===== src/rtl/crosswalk_phase_ctrl.sv =====
// crosswalk_phase_ctrl
// Runs one timed pedestrian phase per walk grant: steady WALK, flashing
// DON'T WALK with a countdown, then an all-red clearance. A grant for the
// other direction arriving mid-phase is queued, and when both directions are
// waiting they are served alternately. All durations are counted in prescaler
// ticks. Every output is a flop loaded from the same next-state values as the
// FSM, so the lamps change on the transition edge and cannot glitch.
//
// state    | meaning
// ---------+-----------------------------------------------------------
// ST_IDLE  | no phase running; serves the next pending/granted direction
// ST_WALK  | steady WALK for dir_q, WALK_TICKS ticks
// ST_FLASH | flashing DON'T WALK for dir_q with countdown, FLASH_TICKS ticks
// ST_CLEAR | all DON'T WALK clearance, CLEAR_TICKS ticks

module crosswalk_phase_ctrl #(
    parameter int WALK_TICKS  = 7,
    parameter int FLASH_TICKS = 5,
    parameter int CLEAR_TICKS = 2,
    parameter int CW          = 4
) (
    input  logic          clk,
    input  logic          rst_n,
    input  logic          tick,
    input  logic          sx,
    input  logic          sy,
    output logic          walk_x,
    output logic          walk_y,
    output logic          dw_x,
    output logic          dw_y,
    output logic [CW-1:0] countdown,
    output logic          busy
);

    localparam logic [1:0] ST_IDLE  = 2'd0;
    localparam logic [1:0] ST_WALK  = 2'd1;
    localparam logic [1:0] ST_FLASH = 2'd2;
    localparam logic [1:0] ST_CLEAR = 2'd3;

    localparam logic DIR_X = 1'b0;
    localparam logic DIR_Y = 1'b1;

    // Counters are loaded with N-1 and the phase ends on the tick seen at zero,
    // giving exactly N ticks after the entry edge.
    localparam logic [CW-1:0] WALK_LOAD  = CW'(WALK_TICKS - 1);
    localparam logic [CW-1:0] FLASH_LOAD = CW'(FLASH_TICKS - 1);
    localparam logic [CW-1:0] CLEAR_LOAD = CW'(CLEAR_TICKS - 1);
    localparam logic [CW-1:0] CNT_ONE    = CW'(1);
    localparam logic [CW-1:0] CNT_ZERO   = '0;

    logic [1:0]    state_q, state_d;
    logic          dir_q, dir_d;
    logic          last_dir_q, last_dir_d;
    logic          pend_x_q, pend_x_d;
    logic          pend_y_q, pend_y_d;
    logic [CW-1:0] cnt_q, cnt_d;
    logic          blink_q, blink_d;

    logic          walk_x_q, walk_x_d;
    logic          walk_y_q, walk_y_d;
    logic          dw_x_q, dw_x_d;
    logic          dw_y_q, dw_y_d;
    logic [CW-1:0] countdown_q, countdown_d;
    logic          busy_q, busy_d;

    logic          req_x, req_y;
    logic          serve_dir;
    logic          cnt_zero;

    assign req_x    = pend_x_q | sx;
    assign req_y    = pend_y_q | sy;
    assign cnt_zero = (cnt_q == CNT_ZERO);

    // Phase sequencing, pending capture and direction arbitration.
    always_comb begin
        state_d    = state_q;
        dir_d      = dir_q;
        last_dir_d = last_dir_q;
        pend_x_d   = pend_x_q;
        pend_y_d   = pend_y_q;
        cnt_d      = cnt_q;
        blink_d    = blink_q;
        serve_dir  = DIR_X;

        case (state_q)
            ST_IDLE: begin
                // Ticks are deliberately ignored here; only requests matter.
                if (req_x || req_y) begin
                    if (req_x && req_y) begin
                        serve_dir = ~last_dir_q;
                    end else begin
                        serve_dir = req_y ? DIR_Y : DIR_X;
                    end
                    state_d    = ST_WALK;
                    dir_d      = serve_dir;
                    last_dir_d = serve_dir;
                    cnt_d      = WALK_LOAD;
                    // A simultaneous request for the unserved side stays queued.
                    pend_x_d   = req_x && (serve_dir == DIR_Y);
                    pend_y_d   = req_y && (serve_dir == DIR_X);
                end
            end

            ST_WALK: begin
                // The running direction's own grant is absorbed while it walks.
                if (sx && (dir_q != DIR_X)) pend_x_d = 1'b1;
                if (sy && (dir_q != DIR_Y)) pend_y_d = 1'b1;
                if (tick) begin
                    if (cnt_zero) begin
                        state_d = ST_FLASH;
                        cnt_d   = FLASH_LOAD;
                        blink_d = 1'b1;
                    end else begin
                        cnt_d = cnt_q - CNT_ONE;
                    end
                end
            end

            ST_FLASH: begin
                if (sx && (dir_q != DIR_X)) pend_x_d = 1'b1;
                if (sy && (dir_q != DIR_Y)) pend_y_d = 1'b1;
                if (tick) begin
                    blink_d = ~blink_q;
                    if (cnt_zero) begin
                        state_d = ST_CLEAR;
                        cnt_d   = CLEAR_LOAD;
                    end else begin
                        cnt_d = cnt_q - CNT_ONE;
                    end
                end
            end

            ST_CLEAR: begin
                // Same-direction grants are queued here so a held grant
                // re-serves once clearance has finished.
                if (sx) pend_x_d = 1'b1;
                if (sy) pend_y_d = 1'b1;
                if (tick) begin
                    if (cnt_zero) begin
                        state_d = ST_IDLE;
                    end else begin
                        cnt_d = cnt_q - CNT_ONE;
                    end
                end
            end

            default: begin
                state_d = ST_IDLE;
            end
        endcase
    end

    // Output decode from next-state values so lamps register with the state.
    always_comb begin
        walk_x_d    = (state_d == ST_WALK) && (dir_d == DIR_X);
        walk_y_d    = (state_d == ST_WALK) && (dir_d == DIR_Y);
        dw_x_d      = 1'b1;
        dw_y_d      = 1'b1;
        countdown_d = CNT_ZERO;
        busy_d      = (state_d != ST_IDLE);

        if (walk_x_d) begin
            dw_x_d = 1'b0;
        end else if ((state_d == ST_FLASH) && (dir_d == DIR_X)) begin
            dw_x_d = blink_d;
        end

        if (walk_y_d) begin
            dw_y_d = 1'b0;
        end else if ((state_d == ST_FLASH) && (dir_d == DIR_Y)) begin
            dw_y_d = blink_d;
        end

        if (state_d == ST_FLASH) begin
            countdown_d = cnt_d + CNT_ONE;
        end
    end

    // FSM and datapath registers; reset discards any queued requests.
    always_ff @(posedge clk or negedge rst_n) begin
        if (!rst_n) begin
            state_q    <= ST_IDLE;
            dir_q      <= DIR_X;
            last_dir_q <= DIR_Y;
            pend_x_q   <= 1'b0;
            pend_y_q   <= 1'b0;
            cnt_q      <= CNT_ZERO;
            blink_q    <= 1'b1;
        end else begin
            state_q    <= state_d;
            dir_q      <= dir_d;
            last_dir_q <= last_dir_d;
            pend_x_q   <= pend_x_d;
            pend_y_q   <= pend_y_d;
            cnt_q      <= cnt_d;
            blink_q    <= blink_d;
        end
    end

    // Registered lamp, countdown and busy outputs.
    always_ff @(posedge clk or negedge rst_n) begin
        if (!rst_n) begin
            walk_x_q    <= 1'b0;
            walk_y_q    <= 1'b0;
            dw_x_q      <= 1'b1;
            dw_y_q      <= 1'b1;
            countdown_q <= CNT_ZERO;
            busy_q      <= 1'b0;
        end else begin
            walk_x_q    <= walk_x_d;
            walk_y_q    <= walk_y_d;
            dw_x_q      <= dw_x_d;
            dw_y_q      <= dw_y_d;
            countdown_q <= countdown_d;
            busy_q      <= busy_d;
        end
    end

    assign walk_x    = walk_x_q;
    assign walk_y    = walk_y_q;
    assign dw_x      = dw_x_q;
    assign dw_y      = dw_y_q;
    assign countdown = countdown_q;
    assign busy      = busy_q;

endmodule


===== config.mk =====
export PLATFORM = sky130hd
export DESIGN_NAME = crosswalk_phase_ctrl
export DESIGN_NICKNAME = d
export VERILOG_FILES = /design/src/rtl/crosswalk_phase_ctrl.sv
export SDC_FILE = /design/constraint.sdc
export NUM_CORES = 1
export LEC_CHECK = 0
export BUFFER_PORTS_ARGS = -buffer_cell sky130_fd_sc_hd__buf_4
export CAP_MARGIN = 20
export CORE_MARGIN = 8
export CORE_UTILIZATION = 45
export CTS_BUF_LIST = sky130_fd_sc_hd__clkbuf_2 sky130_fd_sc_hd__clkbuf_4 sky130_fd_sc_hd__clkbuf_8
export DETAILED_ROUTE_END_ITERATION = 6
export HOLD_SLACK_MARGIN = 0.02
export PLACE_DENSITY_LB_ADDON = 0.3
export SLEW_MARGIN = 20
export SYNTH_ARGS = -nofsm -noshare
export SYNTH_HDL_FRONTEND = slang
export SYNTH_SLANG_ARGS = --single-unit

===== constraint.sdc =====
create_clock -name clk -period 2.05 [get_ports clk]
set_input_delay 0.205 -clock clk [delete_from_list [all_inputs] [get_ports clk]]
set_output_delay 0.205 -clock clk [all_outputs]
set_load 0.02 [all_outputs]

== Yosys cells after proc, flatten, opt, wreduce, memory -nomap -nowiden ==
Index checks and enable logic that the tools add are counted.

* Flip-flop bits (word level): 20
* Bits in latches: 0
* RAM bits: 0
* Memory bits (read-only): 0
* Input bits: 5
* Output and inout bits: 9
* Logic and storage cells: 88
* Memories kept: 0

* $add $sub $neg: 2
* Multiply operators: 0
* Div/mod/pow operators: 0
* Magnitude comparators: 0
* Equality and inequality tests: 10
* Shifts and indexed selects: 0
* Mux-type cells: 39
* Bitwise logic cells: 7
* Reductions and logical operators: 17

{| class="wikitable"
|+ Operators by type and width
! kind !! count
|-
| two-way mux 4 bit || 8
|-
| two-way mux 1 bit || 19
|-
| case mux 4 bit (4 select lines) || 1
|-
| two-way mux 2 bit || 7
|-
| logical AND 1 bit || 9
|-
| case mux 2 bit (4 select lines) || 1
|-
| == test 2 bit (second input constant) || 3
|-
| inequality test 2 bit (second input constant) || 3
|-
| case mux 1 bit (3 select lines) || 2
|-
| AND reduction 3 bit || 2
|-
| NOT 1 bit || 5
|-
| adder 4 x 1 -> 4 bit (second input constant) || 1
|-
| == test 2 x 1 -> 1 bit (second input constant) || 2
|-
| zero test 4 bit || 1
|-
| inequality test 2 x 1 -> 1 bit (second input constant) || 2
|-
| subtractor 4 x 1 -> 4 bit (second input constant) || 1
|-
| zero test 2 bit || 1
|-
| bitwise OR 1 bit || 2
|-
| case mux 1 bit (2 select lines) || 1
|-
| AND reduction 2 bit || 1
|-
| nonzero test 2 bit || 1
|-
| OR reduction 2 bit || 1
|-
| logical OR 1 bit || 1
|}

== Logic depth before layout (Yosys ltp) ==
* Word-level depth: 11
* Mapped depth: 11
* Gate-level depth less buffers: 11

== Worst setup path after synthesis ==
Ideal clock, no wire load.

* Path kind: reg-to-reg
* Start: register cnt_q[0]
* End: register countdown_q[2] (netlist: countdown[2])
* Library setup time: 0.119 ns
* Arrival time: 1.858 ns
* Path slack: 0.074 ns
* Cell stages (with the launch flop): 11
* Path buffers: 0
* Path through: dfrtp_1 -> inv_1 -> ha_1 -> nand2_1 -> ha_1 -> o221ai_1 -> a21oi_1 -> o22ai_2 -> ha_1 -> xnor2_1 -> nor2_1

* Longest elaborated chain between the ends: 6

{| class="wikitable"
|+ RTL lines
! what !! RTL line !! RTL
|-
| from (decl) || 56 || <nowiki>logic [CW-1:0] cnt_q, cnt_d;</nowiki>
|-
| from (signal assigned) || 195 || <nowiki>cnt_q <= cnt_d;</nowiki>
|-
| subtractor 4 x 1 -> 4 bit / zero test 4 bit (equally long branches) || -- ||
|-
| two-way mux 4 bit, on equally long branches || 139, 109, 124 ||
|-
| two-way mux 4 bit, on equally long branches || 138, 108, 122 ||
|-
| case mux 4 bit (4 select lines) * || 85 || <nowiki>case (state_q)</nowiki>
|-
| net cnt_d[0] || 56 ||
|-
| adder 4 x 1 -> 4 bit * || 175 || <nowiki>countdown_d = cnt_d + CNT_ONE;</nowiki>
|-
| two-way mux 4 bit * || 174 || <nowiki>if (state_d == ST_FLASH) begin</nowiki>
|-
| net countdown_d[2] || 63 || <nowiki>logic [CW-1:0] countdown_q, countdown_d;</nowiki>
|-
| to (signal assigned) || 214 || <nowiki>countdown_q <= countdown_d;</nowiki>
|-
| to (decl) || 63 ||
|}

Mark *: on every way through the listed nets, which the timed path passes. The rest lies on a longest branch.
A chain may end at the register's enable or synchronous reset.

== Final worst setup path ==
Same ends and word-level chain as after synthesis.

==> metrics.txt <==
Rows=18; status=completed; post-synth cell types=37; H-tree depth=1; clk sinks=20; WP data arrival=2.22 ns; slew margin rel.=71.4%; Max Cap Viol=0; synthesis-to-layout area growth=31.4%; Hold Fails Final Rpt=0; total number of yosys warnings=0; first-pass GRT wire length=4.61 mm; ys async rst share=100%; Main synth FF type=dfrtp_1; clk buf depth=2; drt pass-1 iters=7; cell with the most instances after synthesis=dfrtp_1; Ports=14; Post-synth EDFFs=0; # fillers=207; synth top area cells=dfrtp_1 (34%), ha_1 (9.6%), dfstp_2 (8.9%); final worst slack=0.0425 ns; chip width=67.1 µm; layout cells sized above 1=41.4%; final wirelength=2.87 mm; worst slack at placement=-0.00463 ns; vias in the first global route=1037; DRC Markers=0; Nets=167; P_int=1.49 mW; largest net degree at the start of global routing=21; Final min period=2.01 ns; area leader, netlist=dfrtp_1; DRT antenna net count=0; Static Leak=0.707 nW; Worst-Margin Slew=0.426 ns; clock share of power=8.0%; core footprint=2480 µm²; NetSw=1.17 mW; setup bufs post-CTS=0; die span in y=67.1 µm; Setup TNS=0 ns; post-synthesis cell area=1170 µm²; TritonCTS buffer count=3; Crit Path Category=flip-flop to flip-flop; clk_lat worst skew=0.30 ns; Seq/Total Area, Yosys=43.0%; total global routing overflow=0; Fmax=498 MHz; Buffers on Ports=13; CTS tree=yes; Synth top cells by count=dfrtp_1 (16), nand2_1 (13), nor2_1 (13); Worst Setup End Kind=flip-flop; crit path max fanout=3; gpl congestion=0.903; Total GRT Usage=13.4%; syn nets=132; Req. time, crit path=2.26 ns; Final Cycle Share=97.9%; Max Slew Vio Count=0; clk slew on worst S/H paths=0.12 ns; number of antenna violations at the first check in global routing=0; number of diodes=0; DIE AREA=4500 µm²; #FFs+latches synth=20; sequential share of power=24.9%; PD cells=1720 nW/µm²; DR iter-0 viols=42; root buffer cell=clkbuf_4; Switching Share=44.0%; final clock skew=0.00482 ns; Comb power frac=67.1%; Yosys top cell area share=34.1%; Initial Util=47.4%; Min-Delay Path Class=primary input to flip-flop; Final Setup Violations=0; via/cell ratio=5.38; via count=979; synthesized area per cell=9.96 µm²; Cells after Synth=118; VDD IR max=1.20 mV; DP HPWL=2.08 mm; Avg WL per Cell=15.8 µm; crit start category=flip-flop
metrics by stage:
step	std cells	hold WS [ns]	power, mW	area, µm²	utilization (%)
3_3_place_gp	177	0.0909	2.17	1440	57.9
5_1_grt	182	0.272	2.85	1540	62.3
3_5_place_dp	177	0.0980	2.24	1440	57.9
2_1_floorplan	118	-0.0906	1.67	1170	-
4_1_cts	182	0.258	2.53	1500	60.6
6_report	182	0.266	2.66	1540	62.3
power by group through the flow:
stage / clock network (mW) / registers, mW / logic (mW)
after global routing: 0.233 / 0.678 / 1.94
after global placement: 0 / 0.659 / 1.51
final: 0.213 / 0.662 / 1.79
after CTS: 0.215 / 0.659 / 1.65
after floorplan: 0 / 0.744 / 0.923
after detailed placement: 0 / 0.667 / 1.57
repair_timing:
item / CTS / global route
hold buffers: 1 / 0
pin swaps: 0 / 6
gates resized for setup: 5 / 9
endpoints found under the setup margin: 3 / 5
hold endpoints to repair: 20 / 0
worst paths after layout:
path	slack, ns	endpoint	start	depth (start not counted)
worst min-delay path	0.27	blink_q$_DFF_PN1_	tick	4
min in group asynchronous	0.30	cnt_q[3]$_DFF_PN0_	rst_n	2
max in group asynchronous	1.48	blink_q$_DFF_PN1_	rst_n	2
worst min register to register	0.56	last_dir_q$_DFFE_PN1P_	last_dir_q$_DFFE_PN1P_	2
worst max register to register	0.04	countdown[2]$_DFF_PN0_	cnt_q[0]$_DFF_PN0_	10
worst max-delay path	0.04	countdown[2]$_DFF_PN0_	cnt_q[0]$_DFF_PN0_	10
cell families (layout without fill, tap and decap cells):
kind of cell    after synthesis  in the layout  synth area share (%)
compound gates               30             30                  20.1
xor+xnor                      2              2                  1.49
fa+ha+maj                     9              9                  9.58
buf+inv                      12             46                  4.05
flops                        20             20                  43.0
mux                           1              1                 0.852
simple gates                 44             44                  20.9
per-layer routing:
layer	routed length (µm)	GRT usage [%]	up-vias	part of all wire, %
met5	0	0	-	0
met4	72	6.27	0	2.5
met3	160	4.36	9	5.6
met2	1390	21.9	25	49
met1	1240	15.6	464	43
li1	-	-	481	-
state kept, by name, indices dropped and copies added (netlist names):
register / count
blink_q: 1
busy: 1
cnt_q: 4
countdown: 4
dir_q: 1
dw_x: 1
dw_y: 1
last_dir_q: 1
pend_x_q: 1
pend_y_q: 1
state_q: 2
walk_x: 1
walk_y: 1
area by class of cell:
class | count | area [µm²] | area share, %
multi-input cells | 86 | 691 | 44.7
well taps | 30 | 37.5 | 2.43
repair buffers | 32 | 243 | 15.7
flip-flops and latches | 20 | 505 | 32.7
clock buffers | 4 | 30.0 | 1.94
inverters | 10 | 37.5 | 2.43
worst max-delay path, cell delays in order, from the launching register on:
cell      delay, ns
dfrtp_1        0.42
inv_2          0.06
ha_2           0.19
nand2_2        0.08
ha_4           0.27
o221ai_1       0.11
a21oi_1        0.19
o22ai_2        0.14
ha_2           0.21
xnor2_2        0.17
nor2_1         0.05
placed cells by master (no fill, tap or decap), types with 2 or more instances in the layout:
cell | netlist | layout
buf_4 | 0 | 31
dfrtp_1 | 16 | 16
nor2_1 | 13 | 13
nand2_1 | 13 | 12
inv_1 | 10 | 9
a21oi_1 | 8 | 8
ha_1 | 9 | 5
o21ai_0 | 4 | 4
dfstp_2 | 4 | 4
clkbuf_4 | 0 | 4
o21ai_2 | 4 | 3
ha_2 | 0 | 3
nor3_1 | 3 | 2
or4_4 | 1 | 2
nand4_1 | 2 | 2
nand2b_4 | 1 | 2
nand2b_1 | 3 | 2
a2bb2oi_1 | 3 | 2
(Power assumes the default switching activity.)
